[config.mk]
export PLATFORM = sky130hd
export DESIGN_NAME = dmem_arbiter
export DESIGN_NICKNAME = d
export VERILOG_FILES = /design/src/rtl/dmem_arbiter.sv
export SDC_FILE = /design/constraint.sdc
export NUM_CORES = 1
export LEC_CHECK = 0
export ABC_AREA = 1
export CAP_MARGIN = 20
export CORE_ASPECT_RATIO = 0.5
export CORE_MARGIN = 1.5
export CORE_UTILIZATION = 23
export CTS_BUF_LIST = sky130_fd_sc_hd__clkbuf_4
export DETAILED_ROUTE_END_ITERATION = 10
export PLACE_DENSITY = 0.91
export SYNTH_ARGS = -nofsm -noshare
export SYNTH_HDL_FRONTEND = slang
export SYNTH_SLANG_ARGS = --single-unit
export TNS_END_PERCENT = 10
[constraint.sdc]
create_clock -name clock -period 1.5 [get_ports clock]
set_clock_uncertainty 0.15 [all_clocks]
set_input_delay 0.225 -clock clock [delete_from_list [all_inputs] [get_ports clock]]
set_output_delay 0.225 -clock clock [all_outputs]
set_load 0.03 [all_outputs]
[src/rtl/dmem_arbiter.sv]
// Purpose: shares one data-memory port between load issue and retired stores, one access in flight.
// Latency: an access accepted in cycle T completes (ld_resp_valid / st_done) in cycle T+MEM_LATENCY.
// Backpressure: ld_req_ready / st_req_ready are combinational grants; requesters hold valid until granted.
//
// Ports:
//   clock, reset            rising-edge clock, synchronous active-high reset
//   flush                   mispredict squash: blocks load grants, kills the pending load result
//   ld_req_*                load request (addr, size, unsigned, ROB tag) with ready
//   st_req_*                retired store request (addr, size, data) with ready
//   arb2Dmem_*              memory command/addr/size/data, driven only in the accept cycle
//   Dmem2arb_data           memory read data, valid MEM_LATENCY cycles after BUS_LOAD
//   ld_resp_*               extended load data and echoed tag, single-cycle pulse
//   st_done                 store completion pulse
//   busy                    an access is outstanding
module dmem_arbiter #(
    parameter int MEM_LATENCY = 2,
    parameter int ROB_IDX_W   = 5,
    localparam int XLEN       = 32
) (
    input  logic                 clock,
    input  logic                 reset,
    input  logic                 flush,
    input  logic                 ld_req_valid,
    input  logic [XLEN-1:0]      ld_req_addr,
    input  logic [1:0]           ld_req_size,
    input  logic                 ld_req_unsigned,
    input  logic [ROB_IDX_W-1:0] ld_req_tag,
    output logic                 ld_req_ready,
    input  logic                 st_req_valid,
    input  logic [XLEN-1:0]      st_req_addr,
    input  logic [1:0]           st_req_size,
    input  logic [XLEN-1:0]      st_req_data,
    output logic                 st_req_ready,
    output logic [1:0]           arb2Dmem_command,
    output logic [XLEN-1:0]      arb2Dmem_addr,
    output logic [1:0]           arb2Dmem_size,
    output logic [XLEN-1:0]      arb2Dmem_data,
    input  logic [XLEN-1:0]      Dmem2arb_data,
    output logic                 ld_resp_valid,
    output logic [XLEN-1:0]      ld_resp_data,
    output logic [ROB_IDX_W-1:0] ld_resp_tag,
    output logic                 st_done,
    output logic                 busy
);

    localparam logic [1:0] BUS_NONE  = 2'd0;
    localparam logic [1:0] BUS_LOAD  = 2'd1;
    localparam logic [1:0] BUS_STORE = 2'd2;

    localparam logic [1:0] SIZE_BYTE = 2'd0;
    localparam logic [1:0] SIZE_HALF = 2'd1;

    localparam logic GRANT_LOAD  = 1'b0;
    localparam logic GRANT_STORE = 1'b1;

    localparam logic [3:0] CNT_INIT = 4'(MEM_LATENCY);

    typedef enum logic {
        S_IDLE,
        S_BUSY
    } state_e;

    state_e                 state_q, state_d;
    logic [3:0]             cnt_q, cnt_d;
    logic                   pend_is_load_q, pend_is_load_d;
    logic                   pend_squashed_q, pend_squashed_d;
    logic [1:0]             size_q, size_d;
    logic                   unsigned_q, unsigned_d;
    logic [ROB_IDX_W-1:0]   tag_q, tag_d;
    logic                   last_grant_q, last_grant_d;

    logic                   resp_cycle;
    logic                   can_accept;
    logic                   ld_cand;
    logic                   grant_ld;
    logic                   grant_st;
    logic [XLEN-1:0]        ext_data;

    // Arbitration and bus drive. A flushed load is simply not a candidate,
    // so a concurrent store wins outright rather than by round-robin.
    always_comb begin
        resp_cycle = (state_q == S_BUSY) && (cnt_q == 4'd1);
        can_accept = !reset && ((state_q == S_IDLE) || resp_cycle);
        ld_cand    = ld_req_valid && !flush;
        grant_ld   = can_accept && ld_cand &&
                     (!st_req_valid || (last_grant_q == GRANT_STORE));
        grant_st   = can_accept && st_req_valid &&
                     (!ld_cand || (last_grant_q == GRANT_LOAD));

        ld_req_ready     = grant_ld;
        st_req_ready     = grant_st;
        arb2Dmem_command = BUS_NONE;
        arb2Dmem_addr    = '0;
        arb2Dmem_size    = '0;
        arb2Dmem_data    = '0;
        if (grant_ld) begin
            arb2Dmem_command = BUS_LOAD;
            arb2Dmem_addr    = ld_req_addr;
            arb2Dmem_size    = ld_req_size;
        end else if (grant_st) begin
            arb2Dmem_command = BUS_STORE;
            arb2Dmem_addr    = st_req_addr;
            arb2Dmem_size    = st_req_size;
            arb2Dmem_data    = st_req_data;
        end
    end

    // Load data extension from the low lanes of the returned word.
    always_comb begin
        ext_data = Dmem2arb_data;
        case (size_q)
            SIZE_BYTE: ext_data = {{(XLEN-8){!unsigned_q && Dmem2arb_data[7]}},
                                   Dmem2arb_data[7:0]};
            SIZE_HALF: ext_data = {{(XLEN-16){!unsigned_q && Dmem2arb_data[15]}},
                                   Dmem2arb_data[15:0]};
            default:   ext_data = Dmem2arb_data;
        endcase
    end

    // Responses. A flush in the response cycle itself has not yet reached
    // pend_squashed_q, so it is checked directly here.
    always_comb begin
        ld_resp_valid = resp_cycle && pend_is_load_q && !pend_squashed_q &&
                        !flush && !reset;
        ld_resp_data  = ld_resp_valid ? ext_data : '0;
        ld_resp_tag   = ld_resp_valid ? tag_q : '0;
        st_done       = resp_cycle && !pend_is_load_q && !reset;
        busy          = (state_q == S_BUSY);
    end

    // Next state. An accept in the response cycle overrides the return to IDLE.
    always_comb begin
        state_d         = state_q;
        cnt_d           = cnt_q;
        pend_is_load_d  = pend_is_load_q;
        pend_squashed_d = pend_squashed_q;
        size_d          = size_q;
        unsigned_d      = unsigned_q;
        tag_d           = tag_q;
        last_grant_d    = last_grant_q;

        if (state_q == S_BUSY) begin
            if (cnt_q == 4'd1) begin
                state_d = S_IDLE;
                cnt_d   = 4'd0;
            end else begin
                cnt_d = cnt_q - 4'd1;
            end
            if (flush && pend_is_load_q) begin
                pend_squashed_d = 1'b1;
            end
        end

        if (grant_ld || grant_st) begin
            state_d         = S_BUSY;
            cnt_d           = CNT_INIT;
            pend_is_load_d  = grant_ld;
            pend_squashed_d = 1'b0;
            size_d          = grant_ld ? ld_req_size : st_req_size;
            unsigned_d      = grant_ld ? ld_req_unsigned : 1'b0;
            tag_d           = grant_ld ? ld_req_tag : '0;
            last_grant_d    = grant_ld ? GRANT_LOAD : GRANT_STORE;
        end
    end

    always_ff @(posedge clock) begin
        if (reset) begin
            state_q         <= S_IDLE;
            cnt_q           <= 4'd0;
            pend_is_load_q  <= 1'b0;
            pend_squashed_q <= 1'b0;
            size_q          <= 2'd0;
            unsigned_q      <= 1'b0;
            tag_q           <= '0;
            last_grant_q    <= GRANT_LOAD;
        end else begin
            state_q         <= state_d;
            cnt_q           <= cnt_d;
            pend_is_load_q  <= pend_is_load_d;
            pend_squashed_q <= pend_squashed_d;
            size_q          <= size_d;
            unsigned_q      <= unsigned_d;
            tag_q           <= tag_d;
            last_grant_q    <= last_grant_d;
        end
    end

endmodule

---- Word-level counts from Yosys, hierarchy flattened ----
Index checks and enable logic that the tools add are counted.
W data, S select, Z words.
storage, ports and cells
  register bits after elaboration ......... 16
  bits of input ports ..................... 143
  output and inout bits ................... 110
  word-level logic and storage cells ...... 66
cells by class
  add/subtract/negate cells ............... 1
  eq/ne operators ......................... 2
  muxes and demuxes ....................... 21
  bitwise operators ....................... 2
  reduce and logical (&&, ||, !) cells .... 31
operators by type and width
  cell                   number
  $mux W32               5
  $pmux W32 S2           1
  $logic_and A1 B1 Y1    16
  $mux W2                7
  $mux W5                2
  $logic_not A1 Y1       7
  $mux W1                5
  $eq A4 B1 Y1 const B   1
  $logic_or A1 B1 Y1     4
  $mux W4                1
  $sub A4 B1 Y4 const B  1
  $eq A2 B1 Y1 const B   1
  $logic_not A2 Y1       1
  $not A1 Y1             2
  $reduce_and A2 Y1      1
  $reduce_bool A2 Y1     1
  $reduce_or A2 Y1       1

---- Depth between registers and ports, before layout ----
  depth in word-level cells ............... 8
  mapped depth ............................ 10

---- Worst setup path before layout ----
Ideal clock, no wire load.
  path kind ............................... reg2out
  from .................................... register state_q (netlist: busy)
  to ...................................... output ld_resp_data[21]
  arrival time ............................ 2.026 ns
  required time ........................... 1.125 ns
  setup slack ............................. -0.901 ns
  cell stages (with the launch flop) ...... 7
  path through ............................ dfxtp_1 > buf_2 > nand3_1 > nor2_2 > nand2_2 > buf_2 > a21oi_1
between the ends
  word-level cells in the longest chain between the ends .. 6
ends and longest elaborated chain
  item                               line  source
  start, declared                    63    state_e state_q, state_d;
  start signal, assigned             177   state_q <= state_d;
  $logic_and A1 B1 Y1                82    resp_cycle = (state_q == S_BUSY) && (cnt_q == 4'd1);
  $logic_and A1 B1 Y1 (3 in series)  123   ld_resp_valid = resp_cycle && pend_is_load_q && !pend_squashed_q &&
  $logic_and A1 B1 Y1                124   !flush && !reset;
  net ld_resp_valid                  39    output logic ld_resp_valid,
  $mux W32                           125   ld_resp_data = ld_resp_valid ? ext_data : '0;
  end, declared                      40    output logic [XLEN-1:0] ld_resp_data,
The timed path passes the listed nets, and every way through them passes these cells.

---- Worst setup path in the final report ----
  from .................................... register cnt_q[1]
  to ...................................... output arb2Dmem_addr[12]
between the ends
  word-level cells in the longest chain between the ends .. 8
  elaborated cells between the ends (all ways) .. 10
  classes of those cells .................. eq/ne (1); mux (2); reduce/logical (7)
ends and longest elaborated chain
  item                               line  source
  start, declared                    64    logic [3:0] cnt_q, cnt_d;
  start signal, assigned             178   cnt_q <= cnt_d;
  $eq A4 B1 Y1 *                     82
  $logic_and A1 B1 Y1 *              82
  $logic_or A1 B1 Y1 *               83    can_accept = !reset && ((state_q == S_IDLE) || resp_cycle);
  $logic_and A1 B1 Y1 *              83
  $logic_and A1 B1 Y1 (2 in series)  87    grant_st = can_accept && st_req_valid &&
  $mux W32                           100   end else if (grant_st) begin
  $mux W32 *                         96    if (grant_ld) begin
  end, declared                      35    output logic [XLEN-1:0] arb2Dmem_addr,
Mark *: on every way between the ends. The rest lies on a longest branch, timed or not.

==> results.md <==
* Status: finished, violations left
* Reg clk slew, reported paths at 0.10 ns
* Total CTS buffers at 3
* Input/output buffers at 252
* Hold path startpoint: tag_q[3]
* Post-Syn Nets at 514
* HP Class: register to register
* Share of the synthesized area in the top cell type at 26.9%
* Mapped Cells at 369
* GP Congestion at 0.804
* Vias in the first global route at 3149
* Routed len/inst at 14.3 um
* Sequential-to-total area share from yosys stat at 17.6%
* Failing checks: negative setup slack
* Largest area contributor in the netlist: nand2_1
* Die H at 65.8 um
* Main area contributors after synthesis: nand2_1, dfxtp_1, inv_1
* Post-synthesis async set-or-reset flop share at 0%
* Vias per cell at 4.40
* R2r startpoint: cnt_q[1]
* Initial Util at 24.2%
* Final worst-path cycle share at 145%
* Comb power frac at 68.5%
* Avg Synthesized Cell Area at 4.92 sq um
* Drt drc at 0
* Nets@finish at 797
* Core box area at 0.00749 sq mm
* Setup crit end kind: output port
* Initial antenna violation count at 0
* Max-cap violation count at 0
* Placed cell area at 0.00489 sq mm
* Post-route cell area at 0.00565 sq mm
* Final Max Slew Viols at 0
* Headroom to the max-slew limit at 73.5%
* Final hold violation count at 0
* F_max at 461 MHz
* CTS tree: built
* Post-synth top cells: nand2_1, inv_1, nor2_1
* Power Density at 405 mW/mm^2
* Worst VDD drop at 275 uV
* RSZ-0062 raised after global routing: yes
* Area grow syn2layout at 211%
* CTS H-tree lvls at 1
* Internal power at 1350 uW
* Worst Setup SP: cnt_q[1]
* Clk root buf: clkbuf_4
* Area of the mapped netlist at 0.00182 sq mm
* Synth unique cells at 22
* Post-synth EDFFs at 0
* Pre-Repair DR Iteration Count at 5
* Switching share of power at 41.2%
* Placed insts at 745
* Layout cells sized above 1 at 43.2%
* CP Max Fanout at 16
* Std-Cell Rows at 22
* First-pass GRT wire length at 15.0 mm
* Final std cells w/o fill at 759
* Post-layout minimum cycle time at 2.17 ns
* Via Count at 3337
* Crit Path Class: register to output port
* P_leak at 0.00276 uW
* Clock Path Buffers at 2
* Ys flop type: dfxtp_1
* Die area at 0.00847 sq mm
* Final setup vio count at 124
* Startpoint Class: register
* Tot GR Track Use at 22.4%
* IO Pins at 253
* Antenna cell count at 0
* Ys Warns at 0
* Die extent in x at 129 um
* PnR worst setup slack at -0.671 ns
* Clock network fraction of design power at 10.3%
* Post-DP HPWL at 7.44 mm
* Arrival @ worst endpoint at 1.80 ns
* Sw power at 944 uW
* Routed wire length at 10.9 mm
* Clk_lat worst skew at 0.29 ns
* Initial DRC count at 118
* CTS Sinks at 16
* Req. time, crit path at 1.12 ns
* Final core utilization at 75.5%
* Top-count cell post-synth: nand2_1
* Sequential power share at 21.2%
* #FFs+latches synth at 16
* Worst-Margin Slew at 0.398 ns
* Largest net degree at the start of global routing at 36
* Gr ovfl total at 0
* Antenna viol nets, final at 0
per-layer routing:
| metal | GRT usage, % | vias to the layer above | wire length, um |
|---|---|---|---|
| met4 | 6.46 | 0 | 220 |
| met1 | 25.5 | 1530 | 4050 |
| li1 | - | 1635 | - |
| met2 | 43.6 | 150 | 5920 |
| met3 | 3.40 | 22 | 673 |
| met5 | 0 | - | 0 |
worst max-delay path: stages, from the launching register on:
cell	delay, ns
dfxtp_2	0.34
inv_2	0.08
ha_4	0.16
nand2_4	0.06
a21oi_4	0.20
nand2_4	0.11
inv_8	0.10
clkbuf_16	0.17
nand2_1	0.05
nand2_1	0.08
buf_6	0.14
placed cells by master, fill, tap and decap left out, drive strengths merged, types with 4 or more instances in the layout:
cell,n
nand3,16
nand2,134
dfxtp,16
clkbuf,9
inv,80
a21oi,27
nor2,62
nand4,4
buf,149
clkdlybuf4s50,141
power groups by stage:
stage               sequential, uW  clock (uW)  combinational (uW)
global route                   490         277                1670
detailed placement             492           0                1350
floorplan                      491           0                 652
CTS                            483         240                1450
global placement               490           0                1330
finish                         485         236                1570
kinds of logic (layout without fill, tap and decap cells):
group | count (synthesis) | after routing | synth area share, %
adders and majority gates | 2 | 2 | 1.38
xor gates and xnor gates | 1 | 1 | 0.483
buffers and inverters | 100 | 382 | 23.1
DFF | 16 | 16 | 17.6
AOI/OAI and AO/OA | 32 | 32 | 9.58
and+or+nand+nor | 218 | 218 | 47.8
registers in the layout, indices dropped and copies added (netlist names):
register,flops
busy,1
cnt_q,4
pend_is_load_q,1
tag_q,5
pend_squashed_q,1
size_q,2
last_grant_q,1
unsigned_q,1
path summary, 6_finish.rpt:
path | end | depth (start not counted) | slack (ns)
setup / recovery | arb2Dmem_addr[12] | 10 | -0.67
hold / removal | tag_q[3] | 2 | 0.32
setup reg to reg | tag_q[2] | 11 | -0.26
hold reg to reg | tag_q[3] | 2 | 0.32
what timing repair did:
action / CTS / global route
endpoints found under the setup margin: 123 / 124
gates cloned: 0 / 6
gates resized for setup: 107 / 46
setup buffers: 0 / 4
hold buffers: 0 / 0
pin swaps: 22 / 9
through the flow:
step | hold slack, ns | setup WS [ns] | setup TNS [ns] | total power, uW
after floorplan | 0.134 | -0.315 | -26.73 | 1140
after global placement | 0.302 | -0.491 | -50.61 | 1820
after detailed placement | 0.306 | -0.528 | -53.72 | 1840
after CTS | 0.297 | -0.620 | -57.92 | 2170
after global routing | 0.310 | -0.748 | -73.44 | 2430
final | 0.317 | -0.671 | -64.29 | 2290
final cells by class:
| type | instances | area [sq um] |
|---|---|---|
| well taps | 108 | 135 |
| clock inverters | 1 | 3.75 |
| clock buffers | 3 | 22.5 |
| inverters | 81 | 317 |
| repair buffers | 297 | 3190 |
| multi-input cells | 253 | 1650 |
| flip-flops and latches | 16 | 327 |
| fillers | 502 | 1840 |
Note: power is estimated with default switching activity, not from simulation.
